**src/rtl/ps2_key_event_rx_if.sv**
```systemverilog
// Key event stream from the PS/2 receiver to its consumer (seg display, CPU).
// Handshake: a transfer happens on a clk edge where ev_valid && ev_ready; while
// ev_valid is high and ev_ready low, ev_code/ev_brk/ev_ext do not change.
interface ps2_key_event_if;
  logic       ev_valid;
  logic       ev_ready;
  logic [7:0] ev_code;
  logic       ev_brk;
  logic       ev_ext;

  modport master (
    output ev_valid,
    output ev_code,
    output ev_brk,
    output ev_ext,
    input  ev_ready
  );

  modport slave (
    input  ev_valid,
    input  ev_code,
    input  ev_brk,
    input  ev_ext,
    output ev_ready
  );
endinterface

```
**src/rtl/ps2_key_event_rx.sv**
```systemverilog
// PS/2 keyboard receiver: frame deserialiser, E0/F0 prefix folding, event FIFO, statistics.
// Define PS2_TYPEMATIC_FILTER_EN to drop auto-repeated make codes.
module ps2_key_event_rx #(
  parameter int SYNC_STAGES = 3,
  parameter int FIFO_DEPTH  = 8,
  parameter int TIMEOUT_CYC = 50000,
  parameter int CNT_W       = 8
) (
  input  logic                          clk,
  input  logic                          rst,
  input  logic                          ps2_clk,
  input  logic                          ps2_data,
  ps2_key_event_if.master               ev,
  output logic [$clog2(FIFO_DEPTH):0]   fifo_level,
  output logic                          overflow,
  output logic [CNT_W-1:0]              err_parity_cnt,
  output logic [CNT_W-1:0]              err_frame_cnt,
  output logic [CNT_W-1:0]              press_cnt,
  output logic [1:0]                    dbg_state
);

  localparam int AW = $clog2(FIFO_DEPTH);
  localparam int TW = $clog2(TIMEOUT_CYC + 1);

  typedef enum logic [1:0] {
    S_IDLE   = 2'd0,
    S_DATA   = 2'd1,
    S_PARITY = 2'd2,
    S_STOP   = 2'd3
  } state_t;

  // Input synchronisers and edge detect
  logic [SYNC_STAGES-1:0] clk_sync_q, clk_sync_d;
  logic [SYNC_STAGES-1:0] data_sync_q, data_sync_d;
  logic                   clk_prev_q, clk_prev_d;
  logic                   clk_cur, data_cur, sample;

  // Frame FSM
  state_t                 state_q, state_d;
  logic [2:0]             bit_cnt_q, bit_cnt_d;
  logic [7:0]             shift_q, shift_d;
  logic                   par_q, par_d;
  logic [TW-1:0]          timer_q, timer_d;
  logic                   byte_ok, err_par, err_frm;

  // Prefix decode
  logic                   ext_pend_q, ext_pend_d;
  logic                   brk_pend_q, brk_pend_d;
  logic                   push;
  logic [9:0]             push_word;
`ifdef PS2_TYPEMATIC_FILTER_EN
  logic                   trk_valid_q, trk_valid_d;
  logic [8:0]             trk_key_q, trk_key_d;
`endif

  // Event FIFO
  logic [9:0]             mem_q [FIFO_DEPTH];
  logic [9:0]             mem_d [FIFO_DEPTH];
  logic [AW-1:0]          wr_ptr_q, wr_ptr_d;
  logic [AW-1:0]          rd_ptr_q, rd_ptr_d;
  logic [AW:0]            count_q, count_d;
  logic [9:0]             head_q, head_d;
  logic                   valid_q, valid_d;
  logic                   ovf_q, ovf_d;
  logic                   pop, full, wr_en;

  // Statistics
  logic [CNT_W-1:0]       perr_q, perr_d;
  logic [CNT_W-1:0]       ferr_q, ferr_d;
  logic [CNT_W-1:0]       press_q, press_d;

  always_comb begin
    clk_sync_d  = {clk_sync_q[SYNC_STAGES-2:0], ps2_clk};
    data_sync_d = {data_sync_q[SYNC_STAGES-2:0], ps2_data};
    clk_cur     = clk_sync_q[SYNC_STAGES-1];
    data_cur    = data_sync_q[SYNC_STAGES-1];
    clk_prev_d  = clk_cur;
    sample      = clk_prev_q & ~clk_cur;
  end

  // One FSM step per sample; the timer only runs while a frame is in progress.
  always_comb begin
    state_d   = state_q;
    bit_cnt_d = bit_cnt_q;
    shift_d   = shift_q;
    par_d     = par_q;
    timer_d   = timer_q;
    byte_ok   = 1'b0;
    err_par   = 1'b0;
    err_frm   = 1'b0;
    if (state_q == S_IDLE) begin
      timer_d = '0;
      if (sample && !data_cur) begin
        state_d   = S_DATA;
        bit_cnt_d = 3'd0;
      end
    end else if (sample) begin
      timer_d = '0;
      if (state_q == S_DATA) begin
        shift_d   = {data_cur, shift_q[7:1]};
        bit_cnt_d = bit_cnt_q + 3'd1;
        if (bit_cnt_q == 3'd7) state_d = S_PARITY;
      end else if (state_q == S_PARITY) begin
        par_d   = data_cur;
        state_d = S_STOP;
      end else begin
        state_d = S_IDLE;
        if (!data_cur)                err_frm = 1'b1;
        else if (!(^{shift_q, par_q})) err_par = 1'b1;
        else                          byte_ok = 1'b1;
      end
    end else if (timer_q == TW'(TIMEOUT_CYC - 1)) begin
      state_d = S_IDLE;
      timer_d = '0;
      err_frm = 1'b1;
    end else begin
      timer_d = timer_q + TW'(1);
    end
  end

  always_comb begin
    ext_pend_d = ext_pend_q;
    brk_pend_d = brk_pend_q;
    push       = 1'b0;
    push_word  = {brk_pend_q, ext_pend_q, shift_q};
`ifdef PS2_TYPEMATIC_FILTER_EN
    trk_valid_d = trk_valid_q;
    trk_key_d   = trk_key_q;
`endif
    if (err_frm || err_par) begin
      ext_pend_d = 1'b0;
      brk_pend_d = 1'b0;
    end else if (byte_ok) begin
      if (shift_q == 8'hE0) begin
        ext_pend_d = 1'b1;
      end else if (shift_q == 8'hF0) begin
        brk_pend_d = 1'b1;
      end else begin
        push       = 1'b1;
        ext_pend_d = 1'b0;
        brk_pend_d = 1'b0;
`ifdef PS2_TYPEMATIC_FILTER_EN
        // A repeated make of the held key is auto-repeat; its break re-arms the tracker.
        if (!brk_pend_q) begin
          if (trk_valid_q && trk_key_q == {ext_pend_q, shift_q}) begin
            push = 1'b0;
          end else begin
            trk_valid_d = 1'b1;
            trk_key_d   = {ext_pend_q, shift_q};
          end
        end else if (trk_valid_q && trk_key_q == {ext_pend_q, shift_q}) begin
          trk_valid_d = 1'b0;
        end
`endif
      end
    end
  end

  // Show-ahead FIFO with a registered head so fields hold their value when empty.
  always_comb begin
    pop      = valid_q && ev.ev_ready;
    full     = (count_q == (AW+1)'(FIFO_DEPTH));
    wr_en    = push && (!full || pop);
    mem_d    = mem_q;
    if (wr_en) mem_d[wr_ptr_q] = push_word;
    wr_ptr_d = wr_ptr_q + AW'(wr_en);
    rd_ptr_d = rd_ptr_q + AW'(pop);
    count_d  = count_q + (AW+1)'(wr_en) - (AW+1)'(pop);
    ovf_d    = ovf_q | (push && full && !pop);
    valid_d  = (count_d != '0);
    head_d   = head_q;
    if (count_d != '0) begin
      if (wr_en && (wr_ptr_q == rd_ptr_d)) head_d = push_word;
      else                                  head_d = mem_q[rd_ptr_d];
    end
  end

  always_comb begin
    perr_d  = perr_q;
    ferr_d  = ferr_q;
    press_d = press_q;
    if (err_par && (perr_q != '1)) perr_d = perr_q + CNT_W'(1);
    if (err_frm && (ferr_q != '1)) ferr_d = ferr_q + CNT_W'(1);
    if (wr_en && !push_word[9])    press_d = press_q + CNT_W'(1);
  end

  always_ff @(posedge clk) begin
    if (rst) begin
      clk_sync_q  <= '1;
      data_sync_q <= '1;
      clk_prev_q  <= 1'b1;
      state_q     <= S_IDLE;
      bit_cnt_q   <= '0;
      shift_q     <= '0;
      par_q       <= 1'b0;
      timer_q     <= '0;
      ext_pend_q  <= 1'b0;
      brk_pend_q  <= 1'b0;
`ifdef PS2_TYPEMATIC_FILTER_EN
      trk_valid_q <= 1'b0;
      trk_key_q   <= '0;
`endif
      mem_q       <= '{default: '0};
      wr_ptr_q    <= '0;
      rd_ptr_q    <= '0;
      count_q     <= '0;
      head_q      <= '0;
      valid_q     <= 1'b0;
      ovf_q       <= 1'b0;
      perr_q      <= '0;
      ferr_q      <= '0;
      press_q     <= '0;
    end else begin
      clk_sync_q  <= clk_sync_d;
      data_sync_q <= data_sync_d;
      clk_prev_q  <= clk_prev_d;
      state_q     <= state_d;
      bit_cnt_q   <= bit_cnt_d;
      shift_q     <= shift_d;
      par_q       <= par_d;
      timer_q     <= timer_d;
      ext_pend_q  <= ext_pend_d;
      brk_pend_q  <= brk_pend_d;
`ifdef PS2_TYPEMATIC_FILTER_EN
      trk_valid_q <= trk_valid_d;
      trk_key_q   <= trk_key_d;
`endif
      mem_q       <= mem_d;
      wr_ptr_q    <= wr_ptr_d;
      rd_ptr_q    <= rd_ptr_d;
      count_q     <= count_d;
      head_q      <= head_d;
      valid_q     <= valid_d;
      ovf_q       <= ovf_d;
      perr_q      <= perr_d;
      ferr_q      <= ferr_d;
      press_q     <= press_d;
    end
  end

  assign ev.ev_valid    = valid_q;
  assign ev.ev_brk      = head_q[9];
  assign ev.ev_ext      = head_q[8];
  assign ev.ev_code     = head_q[7:0];
  assign fifo_level     = count_q;
  assign overflow       = ovf_q;
  assign err_parity_cnt = perr_q;
  assign err_frame_cnt  = ferr_q;
  assign press_cnt      = press_q;
  assign dbg_state      = state_q;

endmodule
```
**src/flat_wrapper.sv**
```systemverilog
// flat-port wrapper written by rule: the top's interface ports become plain ports
module ps2_key_event_rx_flat 
#(
  parameter int SYNC_STAGES = 3,
  parameter int FIFO_DEPTH  = 8,
  parameter int TIMEOUT_CYC = 50000,
  parameter int CNT_W       = 8
)
  (clk, rst, ps2_clk, ps2_data, fifo_level, overflow, err_parity_cnt, err_frame_cnt, press_cnt, dbg_state, ev_ev_valid, ev_ev_code, ev_ev_brk, ev_ev_ext, ev_ev_ready);
  ps2_key_event_if ev_i ();
  input  logic clk;
  input  logic rst;
  input  logic ps2_clk;
  input  logic ps2_data;
  output logic [$clog2(FIFO_DEPTH):0] fifo_level;
  output logic overflow;
  output logic [CNT_W-1:0] err_parity_cnt;
  output logic [CNT_W-1:0] err_frame_cnt;
  output logic [CNT_W-1:0] press_cnt;
  output logic [1:0] dbg_state;
  output wire logic [$bits(ev_i.ev_valid)-1:0] ev_ev_valid;
  output wire logic [$bits(ev_i.ev_code)-1:0] ev_ev_code;
  output wire logic [$bits(ev_i.ev_brk)-1:0] ev_ev_brk;
  output wire logic [$bits(ev_i.ev_ext)-1:0] ev_ev_ext;
  input wire logic [$bits(ev_i.ev_ready)-1:0] ev_ev_ready;
  assign ev_ev_valid = ev_i.ev_valid;
  assign ev_ev_code = ev_i.ev_code;
  assign ev_ev_brk = ev_i.ev_brk;
  assign ev_ev_ext = ev_i.ev_ext;
  assign ev_i.ev_ready = ev_ev_ready;
  ps2_key_event_rx #(.SYNC_STAGES(SYNC_STAGES), .FIFO_DEPTH(FIFO_DEPTH), .TIMEOUT_CYC(TIMEOUT_CYC), .CNT_W(CNT_W)) u_core (.clk(clk), .rst(rst), .ps2_clk(ps2_clk), .ps2_data(ps2_data), .ev(ev_i), .fifo_level(fifo_level), .overflow(overflow), .err_parity_cnt(err_parity_cnt), .err_frame_cnt(err_frame_cnt), .press_cnt(press_cnt), .dbg_state(dbg_state));
endmodule
```
**config.mk**
```make
export PLATFORM = sky130hd
export DESIGN_NAME = ps2_key_event_rx_flat
export DESIGN_NICKNAME = d
export VERILOG_FILES = /design/src/rtl/ps2_key_event_rx_if.sv /design/src/rtl/ps2_key_event_rx.sv /design/src/flat_wrapper.sv
export SDC_FILE = /design/constraint.sdc
export NUM_CORES = 1
export LEC_CHECK = 0
export BUFFER_PORTS_ARGS = -buffer_cell sky130_fd_sc_hd__buf_2
export CAP_MARGIN = 20
export CORE_UTILIZATION = 25
export CTS_BUF_LIST = sky130_fd_sc_hd__clkbuf_8
export DETAILED_ROUTE_END_ITERATION = 6
export HOLD_SLACK_MARGIN = 0.06
export SETUP_SLACK_MARGIN = 0.3
export SKIP_CTS_REPAIR_TIMING = 1
export SYNTH_ARGS = -nofsm -noshare
export SYNTH_HDL_FRONTEND = slang
export SYNTH_SLANG_ARGS = --single-unit
```
**constraint.sdc**
```tcl
create_clock -name clk -period 3.86 [get_ports clk]
set_clock_uncertainty 0.1 [all_clocks]
set_input_delay 0.193 -clock clk [delete_from_list [all_inputs] [get_ports clk]]
set_output_delay 0.193 -clock clk [all_outputs]
set_load 0.05 [all_outputs]
```
==> results_dict.tcl <==
set metrics [dict create \
    postLayoutCellArea_sq_um 8920 \
    rows 64 \
    worstSetupPathDepth 11 \
    gp_congestion 0.817 \
    synth_area_leaders "dfxtp_1 (42%), a21oi_1 (7.5%), nand3_1 (6.7%)" \
    dpl_worst_slack_ns 0.142 \
    crit_family "simple AND/OR/NAND/NOR gates" \
    dp_cells 1275 \
    startpoint_type "flip-flop" \
    required_ns 4.15 \
    grt_max_degree 106 \
    initial_core_util_pct 25.4 \
    place.detailed.hpwl_um 13500 \
    slowest_delay_ns 0.51 \
    diodes 0 \
    grt_pass1_wl_um 34400 \
    cts_tree "done" \
    vias_per_cell 5.00 \
    antenna_found_initial 0 \
    reg2reg_setup_slack_ns 0.59 \
    area_growth_pct 14.3 \
    drtPass1Iterations 5 \
    synth.top_cell.area_share_pct 42.3 \
    wl_per_cell_um 16.1 \
    crit_slowest_cell "xnor3_1" \
    dpl_cell_area_sq_um 8420 \
    synthDistinctLibCells 52 \
    tightest_slew_ns 0.948 \
    clock_latency_ns 0.47 \
    async_flop_share_pct 0 \
    synth_nets 913 \
    cts.sinks 165 \
    min_period_over_period_pct 84.8 \
    crit_buf_inv 0 \
    min_path_cells 2 \
    cts_root_buffer "clkbuf_8" \
    post-route-drc-count 0 \
    ff2ff_path_depth 11 \
    htree_levels 4 \
    fmax_mhz 306 \
    slew_headroom_pct 36.3 \
    cp_cell_sequence "xnor2_1, xnor3_1, mux2i_2, o221ai_4, nor2_1, ha_1, fa_1, nor2_1, and4b_4, nand2_1, o21ai_0" \
    gr-total-overflow 0 \
    synth_area_leader_cell "dfxtp_1" \
    ys_ff_latch 165 \
    grt_pass1_vias 6298 \
    syn_area_sq_um 7800 \
    critical_path.endpoint_type "flip-flop" \
    criticalPathCategory "reg -> reg" \
    rsz0062_at_grt "no" \
    grt_use_total_pct 13.8 \
    fin_setup_tns_ns 0 \
    setup-violations-final 0 \
    final-max-slew-violation-count 0 \
    synth_edf_count 0 \
    cp_common_cell "nor2_1" \
    ant_nets 0 \
    yosys_warnings 0 \
    portBuffers 46 \
    synthCells 887 \
    cts-buffers-inserted 17 \
    ir_drop_mv 0.201 \
    hold_violations 0 \
    seq_area_frac_synth_pct 42.3 \
    power_density_nw_per_um2 428 \
    fillers 3226 \
    status "completed" \
    die_area_sq_um 31900 \
    drv_cap 0 \
    hold_class "in -> reg" \
    clk_pin_slew_ns 0.09 \
    fin_cells 1309 \
    drt_iter0_markers 528 \
    dr_total_vias 6542 \
    setup_slack_ns 0.588 \
    crit_fanout 10 \
    die_y_um 179 \
    syn_area_per_cell_sq_um 8.80 \
    drive_gt1_share_pct 16.6 \
    ys.flop_type "dfxtp_1" \
    die_w_um 179 \
    drt-total-wl_um 21000 \
    fin_crit_ns 3.27 \
    arrival_ns 3.56 \
    p_leak_nw 2.98 \
    clockBufferDepth 2 \
    core_sq_um 30700 \
    io_pins 47 \
    finalNetCount 926 \
]
-- final timing paths --
path | startpoint | to
worst max-delay path | u_core.shift_q[5] | u_core.head_q[0]
worst min-delay path | rst | u_core.wr_ptr_q[2]
worst max register to register | u_core.shift_q[5] | u_core.head_q[0]
worst min register to register | u_core.clk_sync_q[1] | u_core.clk_sync_q[2]
-- layer usage --
layer  share of wire [%]  GRT usage, %  vias up
met2                  46          21.8      182
met5                   0             0        -
li1                    -             -     3220
met4                 1.4          4.45        0
met3                 5.5          2.76       23
met1                  47          18.8     3117
-- kinds of logic after synthesis --
group | share of synthesized area [%]
multiplexers | 7.75
AO/OA/AOI/OAI | 16.9
buffers and inverters | 4.79
adder cells (fa/ha/maj) | 3.46
AND/OR/NAND/NOR | 19.8
flip-flops | 42.3
XOR/XNOR | 5.00
-- sequential cells by signal, summed over array words and instances, names as in the netlist, 2 cells and up --
register,flops
u_core.clk_sync_q,3
u_core.data_sync_q,3
u_core.rd_ptr_q,3
u_core.dbg_state,2
u_core.wr_ptr_q,3
u_core.bit_cnt_q,3
u_core.fifo_level,4
u_core.press_cnt,8
u_core.timer_q,16
u_core.err_frame_cnt,8
u_core.head_q,10
u_core.mem_q,80
u_core.shift_q,8
u_core.err_parity_cnt,8
-- worst reg2reg max path: stages, from the launching register on --
cell and delay [ns]:
dfxtp_1 0.33, xnor2_1 0.21, xnor3_1 0.51, mux2i_2 0.29, o221ai_4 0.13, nor2_1 0.19
ha_1 0.21, fa_1 0.43, nor2_1 0.23, and4b_4 0.39, nand2_1 0.09, o21ai_0 0.09
-- area by class of cell --
class / count / area, sq um / share of cell area (%)
clock buffer: 18 / 248 / 2.78
clock inverter: 14 / 209 / 2.34
inverter: 18 / 67.6 / 0.757
multi-input combinational: 628 / 4170 / 46.7
sequential: 165 / 3310 / 37.1
tap: 396 / 495 / 5.55
timing repair buffer: 70 / 430 / 4.82
-- stage by stage --
step / utilization (%) / hold slack, ns / power, mW
after global routing: 29.1 / 0.237 / 3.98
final: 29.1 / 0.207 / 3.82
after CTS: 28.9 / -0.209 / 3.82
after global placement: 27.4 / 0.285 / 2.37
after detailed placement: 27.4 / 0.286 / 2.38
after floorplan: - / 0.197 / 2.23
-- Yosys cell counts, types with 3 or more instances --
library cell / instances
nand2_1: 40
o41ai_1: 11
a31oi_1: 3
xor2_1: 8
o31ai_1: 5
dfxtp_1: 165
or4_1: 6
o21ai_0: 99
clkbuf_1: 59
nor3_1: 8
nor3_2: 4
xnor2_1: 27
nand4_1: 6
inv_1: 17
nand3_1: 105
and3_1: 8
mux2i_1: 3
xnor3_1: 3
nand4b_1: 4
or2_2: 8
a21oi_1: 117
mux2_2: 11
nor4b_1: 9
buf_2: 5
nor4_1: 4
or3_1: 9
ha_1: 20
buf_1: 10
nand2b_1: 4
mux4_2: 20
nor2b_1: 16
nor2_1: 47
-- layout by cell type (no fill, tap or decap), types with 22 or more instances in the layout --
| cell | count |
|---|---|
| a21oi_1 | 117 |
| buf_2 | 45 |
| buf_4 | 22 |
| dfxtp_1 | 163 |
| nand2_1 | 40 |
| nand3_1 | 105 |
| nor2_1 | 47 |
| o21ai_0 | 99 |
| xnor2_1 | 27 |
-- report_power, final --
part	switching (mW)	total, mW	internal [mW]
clock	0.667	1.45	0.785
combinational	0.404	0.626	0.221
sequential	0.0127	1.74	1.73
total	1.08	3.82	2.74
(Power assumes the default switching activity.)
